[src/rtl/softmax_out_pack.sv]
// Packs a stream of scalar softmax results into TOUT-lane words.
// Ports:
//   clk, rst_n          - clock, asynchronous active-low reset
//   CH_in, start        - vector length and single-cycle start pulse (taken only when idle)
//   in_vld/in_rdy/in_dat      - scalar element handshake
//   out_vld/out_rdy/out_dat   - packed word handshake, lane 0 in the LSBs
//   out_last            - marks the word holding the vector's final element
//   done                - one-cycle pulse when the vector is finished
module softmax_out_pack #(
    parameter int unsigned TOUT = 8,
    parameter int unsigned DW   = 16,
    parameter int unsigned CH_W = 12
) (
    input  logic                 clk,
    input  logic                 rst_n,
    input  logic [CH_W-1:0]      CH_in,
    input  logic                 start,
    input  logic                 in_vld,
    output logic                 in_rdy,
    input  logic [DW-1:0]        in_dat,
    output logic                 out_vld,
    input  logic                 out_rdy,
    output logic [TOUT*DW-1:0]   out_dat,
    output logic                 out_last,
    output logic                 done
);

    localparam int unsigned LW = (TOUT > 1) ? $clog2(TOUT) : 1;
    localparam int unsigned WW = TOUT * DW;

    typedef enum logic {
        ST_IDLE = 1'b0,
        ST_RUN  = 1'b1
    } state_t;

    state_t          state_q, state_d;
    logic [CH_W-1:0] ch_q, ch_d;
    logic [CH_W-1:0] elem_q, elem_d;
    logic [LW-1:0]   lane_q, lane_d;
    logic [WW-1:0]   asm_dat_q, asm_dat_d;
    logic            asm_full_q, asm_full_d;
    logic            asm_last_q, asm_last_d;
    logic            in_rdy_d;
    logic            out_vld_d;
    logic [WW-1:0]   out_dat_d;
    logic            out_last_d;
    logic            done_d;

    logic            accept;
    logic            out_fire;
    logic            load;
    logic            final_elem;
    logic            complete;
    logic [CH_W-1:0] elem_inc;

    // State and datapath registers
    always_ff @(posedge clk or negedge rst_n) begin
        if (!rst_n) begin
            state_q    <= ST_IDLE;
            ch_q       <= '0;
            elem_q     <= '0;
            lane_q     <= '0;
            asm_dat_q  <= '0;
            asm_full_q <= 1'b0;
            asm_last_q <= 1'b0;
            in_rdy     <= 1'b0;
            out_vld    <= 1'b0;
            out_dat    <= '0;
            out_last   <= 1'b0;
            done       <= 1'b0;
        end else begin
            state_q    <= state_d;
            ch_q       <= ch_d;
            elem_q     <= elem_d;
            lane_q     <= lane_d;
            asm_dat_q  <= asm_dat_d;
            asm_full_q <= asm_full_d;
            asm_last_q <= asm_last_d;
            in_rdy     <= in_rdy_d;
            out_vld    <= out_vld_d;
            out_dat    <= out_dat_d;
            out_last   <= out_last_d;
            done       <= done_d;
        end
    end

    // Next-state, packing and output-register logic
    always_comb begin
        state_d    = state_q;
        ch_d       = ch_q;
        elem_d     = elem_q;
        lane_d     = lane_q;
        asm_dat_d  = asm_dat_q;
        asm_full_d = asm_full_q;
        asm_last_d = asm_last_q;
        out_vld_d  = out_vld;
        out_dat_d  = out_dat;
        out_last_d = out_last;
        done_d     = 1'b0;

        accept     = in_vld & in_rdy;
        out_fire   = out_vld & out_rdy;
        load       = asm_full_q & (~out_vld | out_rdy);
        elem_inc   = elem_q + CH_W'(1);
        final_elem = (elem_inc == ch_q);
        complete   = accept & ((lane_q == LW'(TOUT - 1)) | final_elem);

        unique case (state_q)
            ST_IDLE: begin
                if (start) begin
                    if (CH_in == '0) begin
                        done_d = 1'b1;
                    end else begin
                        state_d    = ST_RUN;
                        ch_d       = CH_in;
                        elem_d     = '0;
                        lane_d     = '0;
                        asm_dat_d  = '0;
                        asm_full_d = 1'b0;
                        asm_last_d = 1'b0;
                    end
                end
            end
            ST_RUN: begin
                if (out_fire) begin
                    out_vld_d  = 1'b0;
                    out_last_d = 1'b0;
                end
                // Moving the word out clears the assembly so unwritten lanes read zero
                if (load) begin
                    out_vld_d  = 1'b1;
                    out_dat_d  = asm_dat_q;
                    out_last_d = asm_last_q;
                    asm_dat_d  = '0;
                    asm_full_d = 1'b0;
                    asm_last_d = 1'b0;
                end
                if (accept) begin
                    for (int unsigned l = 0; l < TOUT; l++) begin
                        if (lane_q == LW'(l)) begin
                            asm_dat_d[l*DW +: DW] = in_dat;
                        end
                    end
                    elem_d = elem_inc;
                    lane_d = complete ? '0 : lane_q + LW'(1);
                    if (complete) begin
                        asm_full_d = 1'b1;
                        asm_last_d = final_elem;
                    end
                end
                if (out_fire && out_last) begin
                    state_d = ST_IDLE;
                    done_d  = 1'b1;
                end
            end
            default: state_d = ST_IDLE;
        endcase

        // Registered ready: drop only when a full word will meet an occupied output
        in_rdy_d = (state_d == ST_RUN) & (elem_d != ch_d) & ~(asm_full_d & out_vld_d);
    end

endmodule
[config.mk]
export PLATFORM = sky130hd
export DESIGN_NAME = softmax_out_pack
export DESIGN_NICKNAME = d
export VERILOG_FILES = /design/src/rtl/softmax_out_pack.sv
export SDC_FILE = /design/constraint.sdc
export NUM_CORES = 1
export LEC_CHECK = 0
export CORE_AREA = 2 2 164 166
export DETAILED_ROUTE_END_ITERATION = 8
export DIE_AREA = 0 0 166 168
export GPL_ROUTABILITY_DRIVEN = 0
export PLACE_DENSITY = 0.67
export SYNTH_ARGS = -nofsm -noshare
export SYNTH_HDL_FRONTEND = slang
export SYNTH_SLANG_ARGS = --single-unit
[constraint.sdc]
create_clock -name clk -period 2.63 [get_ports clk]
set_input_delay 0.526 -clock clk [delete_from_list [all_inputs] [get_ports clk]]
set_output_delay 0.526 -clock clk [all_outputs]
set_load 0.005 [all_outputs]
# After elaboration in Yosys (flattened, before gate mapping)
# Cells that the tools add are included.
[totals]
register_bits = 290
latch_bits = 0
ram_bits = 0
rom_bits = 0
input_bits = 33
out_inout_bits = 132
elab_cells = 96
memories = 0
[op_classes]
addsub = 2
mul = 0
n_div = 0
order_cmp = 0
n_eq_ne = 12
n_shift = 0
muxes = 50
n_bitwise = 12
n_reduce_logical = 8
[ops]
columns = ["operator", "count"]
rows = [
  ["128-bit two-way mux", 4],
  ["128-bit one-hot mux with 2 select lines", 1],
  ["16-bit two-way mux", 8],
  ["12-bit two-way mux", 6],
  ["12-bit one-hot mux with 2 select lines", 1],
  ["1-bit two-way mux", 21],
  ["12-bit by 1-bit adder with 12-bit output, second input constant", 1],
  ["12-bit equality test", 1],
  ["3-bit equality test, second input constant", 4],
  ["12-bit zero test", 1],
  ["3-bit two-way mux", 4],
  ["12-bit inequality test", 1],
  ["1-bit one-hot mux with 2 select lines", 4],
  ["1-bit AND", 7],
  ["3-bit by 2-bit equality test with 1-bit output, second input constant", 2],
  ["3-bit one-hot mux with 2 select lines", 1],
  ["2-bit AND reduction", 3],
  ["2-bit inequality test, second input constant", 2],
  ["3-bit by 1-bit adder with 3-bit output, second input constant", 1],
  ["3-bit by 1-bit equality test with 1-bit output, second input constant", 1],
  ["3-bit zero test", 1],
  ["1-bit NOT", 3],
  ["3-bit AND reduction", 1],
  ["2-bit by 1-bit inequality test with 1-bit output, second input constant", 1],
  ["other kinds (3)", 4],
]

# Depth between registers and ports, before layout
[logic_depth]
depth_word = 10
mapped_depth = 9
mapped_depth_nobuf = 8

# Least setup slack after synthesis
# Ideal clock, no wire load.
[synth_timing]
path_kind = "in2reg"
start = "input port CH_in[0]"
end = "register in_rdy"
setup_ns = 0.132
arrival_time_ns = 2.084
required_ns = 2.498
setup_slack_ns = 0.414
path_stages = 8
cell_sequence = "nor4_4 -> a31oi_2 -> buf_6 -> nand3b_4 -> o311a_1 -> a311o_1 -> nor4_2 -> nor4b_2"
[synth_via]
elab_chain_cells = 7
word_cells_on_any_way = 18
classes_between = "1 x eq/ne; 12 x mux; 4 x bitwise; 1 x reduce/logical"
[synth_lines]
columns = ["item", "line_no", "text"]
rows = [
  ["start: declaration", "16", "input logic [CH_W-1:0] CH_in,"],
  ["12-bit zero test", "111", "if (CH_in == '0) begin"],
  ["12-bit two-way mux / 1-bit two-way mux (equally long branches)", "111", ""],
  ["12-bit two-way mux / 1-bit two-way mux (equally long branches)", "110", "if (start) begin"],
  ["12-bit one-hot mux with 2 select lines (tied with other cells)", "108", "unique case (state_q)"],
  ["12-bit inequality test / 1-bit AND (equally long branches)", "160", "in_rdy_d = (state_d == ST_RUN) & (elem_d != ch_d) & ~(asm_full_d & out_vld_d);"],
  ["1-bit AND / 1-bit NOT (equally long branches)", "160", ""],
  ["1-bit AND (*)", "160", ""],
  ["net in_rdy_d", "43", "logic in_rdy_d;"],
  ["end signal: assignment", "79", "in_rdy <= in_rdy_d;"],
  ["end: declaration", "19", "output logic in_rdy,"],
]
# Mark *: on every way through the listed nets, which the timed path passes. The rest lies on a longest branch.
# A chain may end at the register's enable or synchronous reset.

# Worst setup path in the final report
# Ends and elaborated chain as after synthesis.

==> results by stage <==
Status:
- The flow ran to the end, and the final reports show no timing, DRC or antenna violations.

Placement:
- The worst setup slack after placement is -0.2870 ns.
- The number of input and output port buffers inserted is 164.
- Detailed placement ended at an HPWL of approximately 20 mm.

Yosys:
- The most used flip-flop cell after synthesis is sky130_fd_sc_hd__dfrtp_1.
- The post-synthesis net count is 988.
- The sequential-to-total area share from yosys stat is 0.6244.
- The synthesized netlist occupies a cell area of 11,620 sq um.
- The number of distinct library cells after synthesis is 60.
- After technology mapping, the gate count stands at 948.
- The register bit total from synthesis is between 200 and 300.
- The Yosys step of the flow raised 0 warnings.
- The synthesized design contains 0 enable-type register cells.
- For this run, asynchronously set or reset flops after synthesis account for 1.000.
- The average cell area after synthesis is roughly 12 sq um.

Setup path:
- The source of the worst register-to-register timing path is state_q.
- The critical path goes through clkdlybuf4s50_1, nor4_4, a31oi_2, buf_4, nand3b_4, o311a_1, a311o_1, nor4_2, nor4b_2.
- The register-to-register setup slack is 0.31 ns.
- For this design, the slowest cell found on the critical path is sky130_fd_sc_hd__clkdlybuf4s50_1.
- The number of cells on the critical path is 9.
- The total buffers and inverters traversed by the critical path is 2.
- The maximum fanout along the worst path is 7.
- By startpoint and endpoint, the worst setup path is classified as in -> reg.
- Tracing the worst setup path back leads to its startpoint at CH_in[0].
- The cell family with the largest share of critical-path delay is simple AND/OR/NAND/NOR gates.
- The delay contributed by the slowest stage of the critical path is 0.46 ns.
- The element type at the critical path start is an input pin.
- The worst path required time is 3.05 ns.
- In this run the critical register-to-register path is captured at in_rdy.
- The critical path ends at in_rdy.
- STA classifies the critical path endpoint as a register.
- At the worst endpoint, the arrival time is 2.75 ns.
- Measured in cells, the most critical reg-to-reg path has a length of 8.

Power:
- The net switching power figure is 4.310 mW.
- The share of total power dissipated in the clock network is 0.289.
- Power comes to approximately 15 mW.
- Power spread over the standard cell area amounts to 1004 nW/um^2.
- The share of total power consumed by net switching is 0.2833.
- IR analysis of the VDD net gives a maximum drop of roughly 540 uV.
- The share of total power dissipated in sequential elements is 0.449.
- The analysis attributes to cell leakage a power of approximately 7 nW.
- Of the total power, combinational logic draws 0.262.
- The internal power of the cells is 10.90 mW.

Global routing:
- The first global-routing pass estimated 46.33 mm of wire.
- The overall overflow remaining after global route is 0.
- The number of global-route vias before repair is 8,135.
- Across every metal layer, demand over resource in global routing totals 0.2101.
- Entering global routing, the biggest net connects between 70 and 80 pins.
- The number of antenna violations at the first check in global routing is 0.

Timing:
- The relative slew slack is 0.5046.
- The final count of hold timing violations was 0.
- Setup total negative slack on the finished layout was measured at 0 ns.
- The actual slew at the worst max-slew pin is 0.7413 ns.
- The final critical delay including setup and external delays is 2.336 ns.
- The fmax is ~0.43 GHz.
- The post-route worst setup slack is 0.2944 ns.
- The maximum clock skew at final layout is 0.009966 ns.
- The number of pins with negative max-slew slack in the final report came to 0.
- The share of the cycle needed by the critical path after routing is 0.8881.
- Setup violations remaining at the end of the flow were counted as 0.
- Setup repair after global routing left no endpoint under its margin.

Floorplanning:
- The initial utilization of the core area, before any placement, comes to 0.4411.
- The floorplan row count is 60.
- The top-level I/O count is 165.
- The die boundary width is 166 microns.
- The core footprint is around 26,000 sq um.
- The die extent in y is around 170 microns.
- The die covers 27,890 sq um.

Drt:
- The residual antenna-violating net count after detailed routing is 0.
- The detailed-route wire length is approximately 30 mm.
- The first routing iteration left 479 violations.
- The number of design rule violations left after detail routing is 0.
- Dividing the detail-routed wire length by the instance count gives 19.17 microns.
- The via-per-instance ratio is 5.263.
- The number of detailed-route iterations in the first pass is 5.
- The total vias in the final route is 8,015.

Finish:
- The net count of the finished layout is 1,197.
- The total area of multi-input combinational cells is 4123 sq um.
- The share of layout cells above drive strength 1 is 0.2235.
- The sequential cells in the finished layout cover a total of 7257 sq um.
- Fill cells in the final layout number 2,132.
- The layout-stage area growth over the synthesis result is 30.40%.

Clocking:
- Post-CTS timing repair inserted 0 buffers for setup.
- The number of buffers created by CTS is 30.
- CTS built an H-tree with a depth of 1.
- The clock-pin slew of the registers on the worst-case setup and hold paths is 0.06 ns.
- For this design, the sink count on the clock tree is just under 300.
- At the later pin of the worst-skew pair, clock insertion delay measures 0.55 ns.
- The cell sitting at the root of the clock tree is a sky130_fd_sc_hd__clkbuf_16.
- The clock tree from TritonCTS is yes.
- No sink is reached through more buffers than the 3 on the longest clock path.

Hold path:
- In this run the worst hold path is classified as reg -> reg.
- The cell count of the worst hold path is 2.

Flow run:
- The tool flagged a number of max-cap violations equal to 0.
## layer usage
layer | vias up | wire, microns | global-route usage | part of all wire
li1 | 3725 | - | - | -
met1 | 4049 | 13070 | 0.2906 | 0.45
met2 | 204 | 14140 | 0.3475 | 0.48
met3 | 37 | 1403 | 0.03315 | 0.048
met4 | 0 | 580 | 0.05860 | 0.020
met5 | - | 0 | 0 | 0
## how the worst min path moves through the flow
stage | endpoint | start | slack [ns]
finish | asm_dat_q[17] | asm_dat_q[17] | 0.47
global route | asm_dat_q[107] | asm_dat_q[107] | 0.50
CTS | asm_dat_q[32] | asm_dat_q[32] | 0.48
detailed placement | asm_dat_q[84] | asm_dat_q[84] | 0.47
global placement | asm_dat_q[97] | asm_dat_q[97] | 0.46
floorplan | asm_dat_q[0] | rst_n | 0.23
## stage by stage
step	utilization	area, sq um	std cells	hold slack [ns]
after global placement	0.5349	14090	1465	0.4555
final	0.5752	15160	1523	0.4722
after global routing	0.5751	15150	1522	0.5003
after CTS	0.5750	15150	1522	0.4784
after floorplan	-	11620	948	0.2304
after detailed placement	0.5349	14090	1465	0.4650
## state kept, by name, summed over array words and instances (netlist names)
register    count
out_dat       128
elem_q         12
done            1
in_rdy          1
ch_q           12
asm_dat_q     128
out_vld         1
lane_q          3
out_last        1
asm_full_q      1
state_q         1
asm_last_q      1
## synthesized netlist by cell type, types with 4 or more instances
cell,instances,area [sq um]
sky130_fd_sc_hd__o211ai_1,4,30.03
sky130_fd_sc_hd__o31a_1,4,35.03
sky130_fd_sc_hd__xnor2_1,15,131.4
sky130_fd_sc_hd__nor3_1,4,20.02
sky130_fd_sc_hd__buf_2,16,80.08
sky130_fd_sc_hd__clkbuf_1,24,90.09
sky130_fd_sc_hd__ha_1,7,87.58
sky130_fd_sc_hd__mux2_2,137,1543
sky130_fd_sc_hd__a21oi_1,4,20.02
sky130_fd_sc_hd__o21ai_1,14,70.07
sky130_fd_sc_hd__dfrtp_1,290,7257
sky130_fd_sc_hd__o21ai_0,133,665.6
sky130_fd_sc_hd__nand2_1,176,660.6
sky130_fd_sc_hd__o31ai_1,4,30.03
sky130_fd_sc_hd__xor2_1,11,96.34
sky130_fd_sc_hd__nand4_1,5,31.28
sky130_fd_sc_hd__nor2_1,9,33.78
sky130_fd_sc_hd__inv_1,12,45.04
sky130_fd_sc_hd__nand3_1,13,65.06
## what timing repair did
item                                    4_1_cts  5_1_grt
endpoints found under the setup margin        0        3
hold buffers                                  1        0
endpoints found under the hold margin        53        0
gates resized for setup                       0        1
## cell usage in the layout, fill, tap and decap left out, types with 5 or more instances in the layout
cell and n:
sky130_fd_sc_hd__buf_4 45, sky130_fd_sc_hd__clkbuf_8 6, sky130_fd_sc_hd__xor2_1 11, sky130_fd_sc_hd__nor2_1 8
sky130_fd_sc_hd__clkbuf_1 7, sky130_fd_sc_hd__clkdlybuf4s50_1 163, sky130_fd_sc_hd__nand3_1 13, sky130_fd_sc_hd__o21ai_1 14
sky130_fd_sc_hd__xnor2_1 15, sky130_fd_sc_hd__clkbuf_16 31, sky130_fd_sc_hd__buf_12 13, sky130_fd_sc_hd__clkinv_2 7
sky130_fd_sc_hd__dfrtp_1 290, sky130_fd_sc_hd__inv_1 12, sky130_fd_sc_hd__nand2_1 176, sky130_fd_sc_hd__nand4_1 5
sky130_fd_sc_hd__o21ai_0 133, sky130_fd_sc_hd__ha_1 6, sky130_fd_sc_hd__mux2_2 137
## power groups by stage
stage / clock, mW / sequential (mW) / combinational (mW)
after global routing: 4.68 / 7.02 / 4.39
after CTS: 4.48 / 6.85 / 4.03
final: 4.40 / 6.83 / 3.98
after floorplan: 0 / 6.63 / 1.92
after global placement: 0 / 6.87 / 3.89
after detailed placement: 0 / 6.92 / 4.00
## final cells by class
cell class	count	share of cell area
sequential	290	0.4788
multi-input combinational	600	0.2720
timing repair buffer	223	0.1488
clock buffer	44	0.05837
tap	341	0.02815
clock inverter	12	0.01073
inverter	12	0.002972
antenna	1	0.0001651
## cells by family after synthesis
logic type	after synthesis	synth area share
flip-flops	290	0.6244
AND/OR/NAND/NOR	239	0.09743
AO/OA/AOI/OAI	188	0.09269
multiplexers	140	0.1366
buffers and inverters	58	0.02175
XOR/XNOR	26	0.01959
adder cells (fa/ha/maj)	7	0.007535
## worst reg2reg max path, stage by stage (launching register included)
cell and delay (ns):
sky130_fd_sc_hd__dfrtp_1 0.49, sky130_fd_sc_hd__nand2b_1 0.23, sky130_fd_sc_hd__a31oi_2 0.37, sky130_fd_sc_hd__buf_4 0.20, sky130_fd_sc_hd__mux2_4 0.31, sky130_fd_sc_hd__nand3_1 0.09, sky130_fd_sc_hd__nand4b_1 0.11, sky130_fd_sc_hd__nor4_2 0.32
sky130_fd_sc_hd__nor4b_2 0.08
No activity file was read; power rests on OpenSTA's default activity.
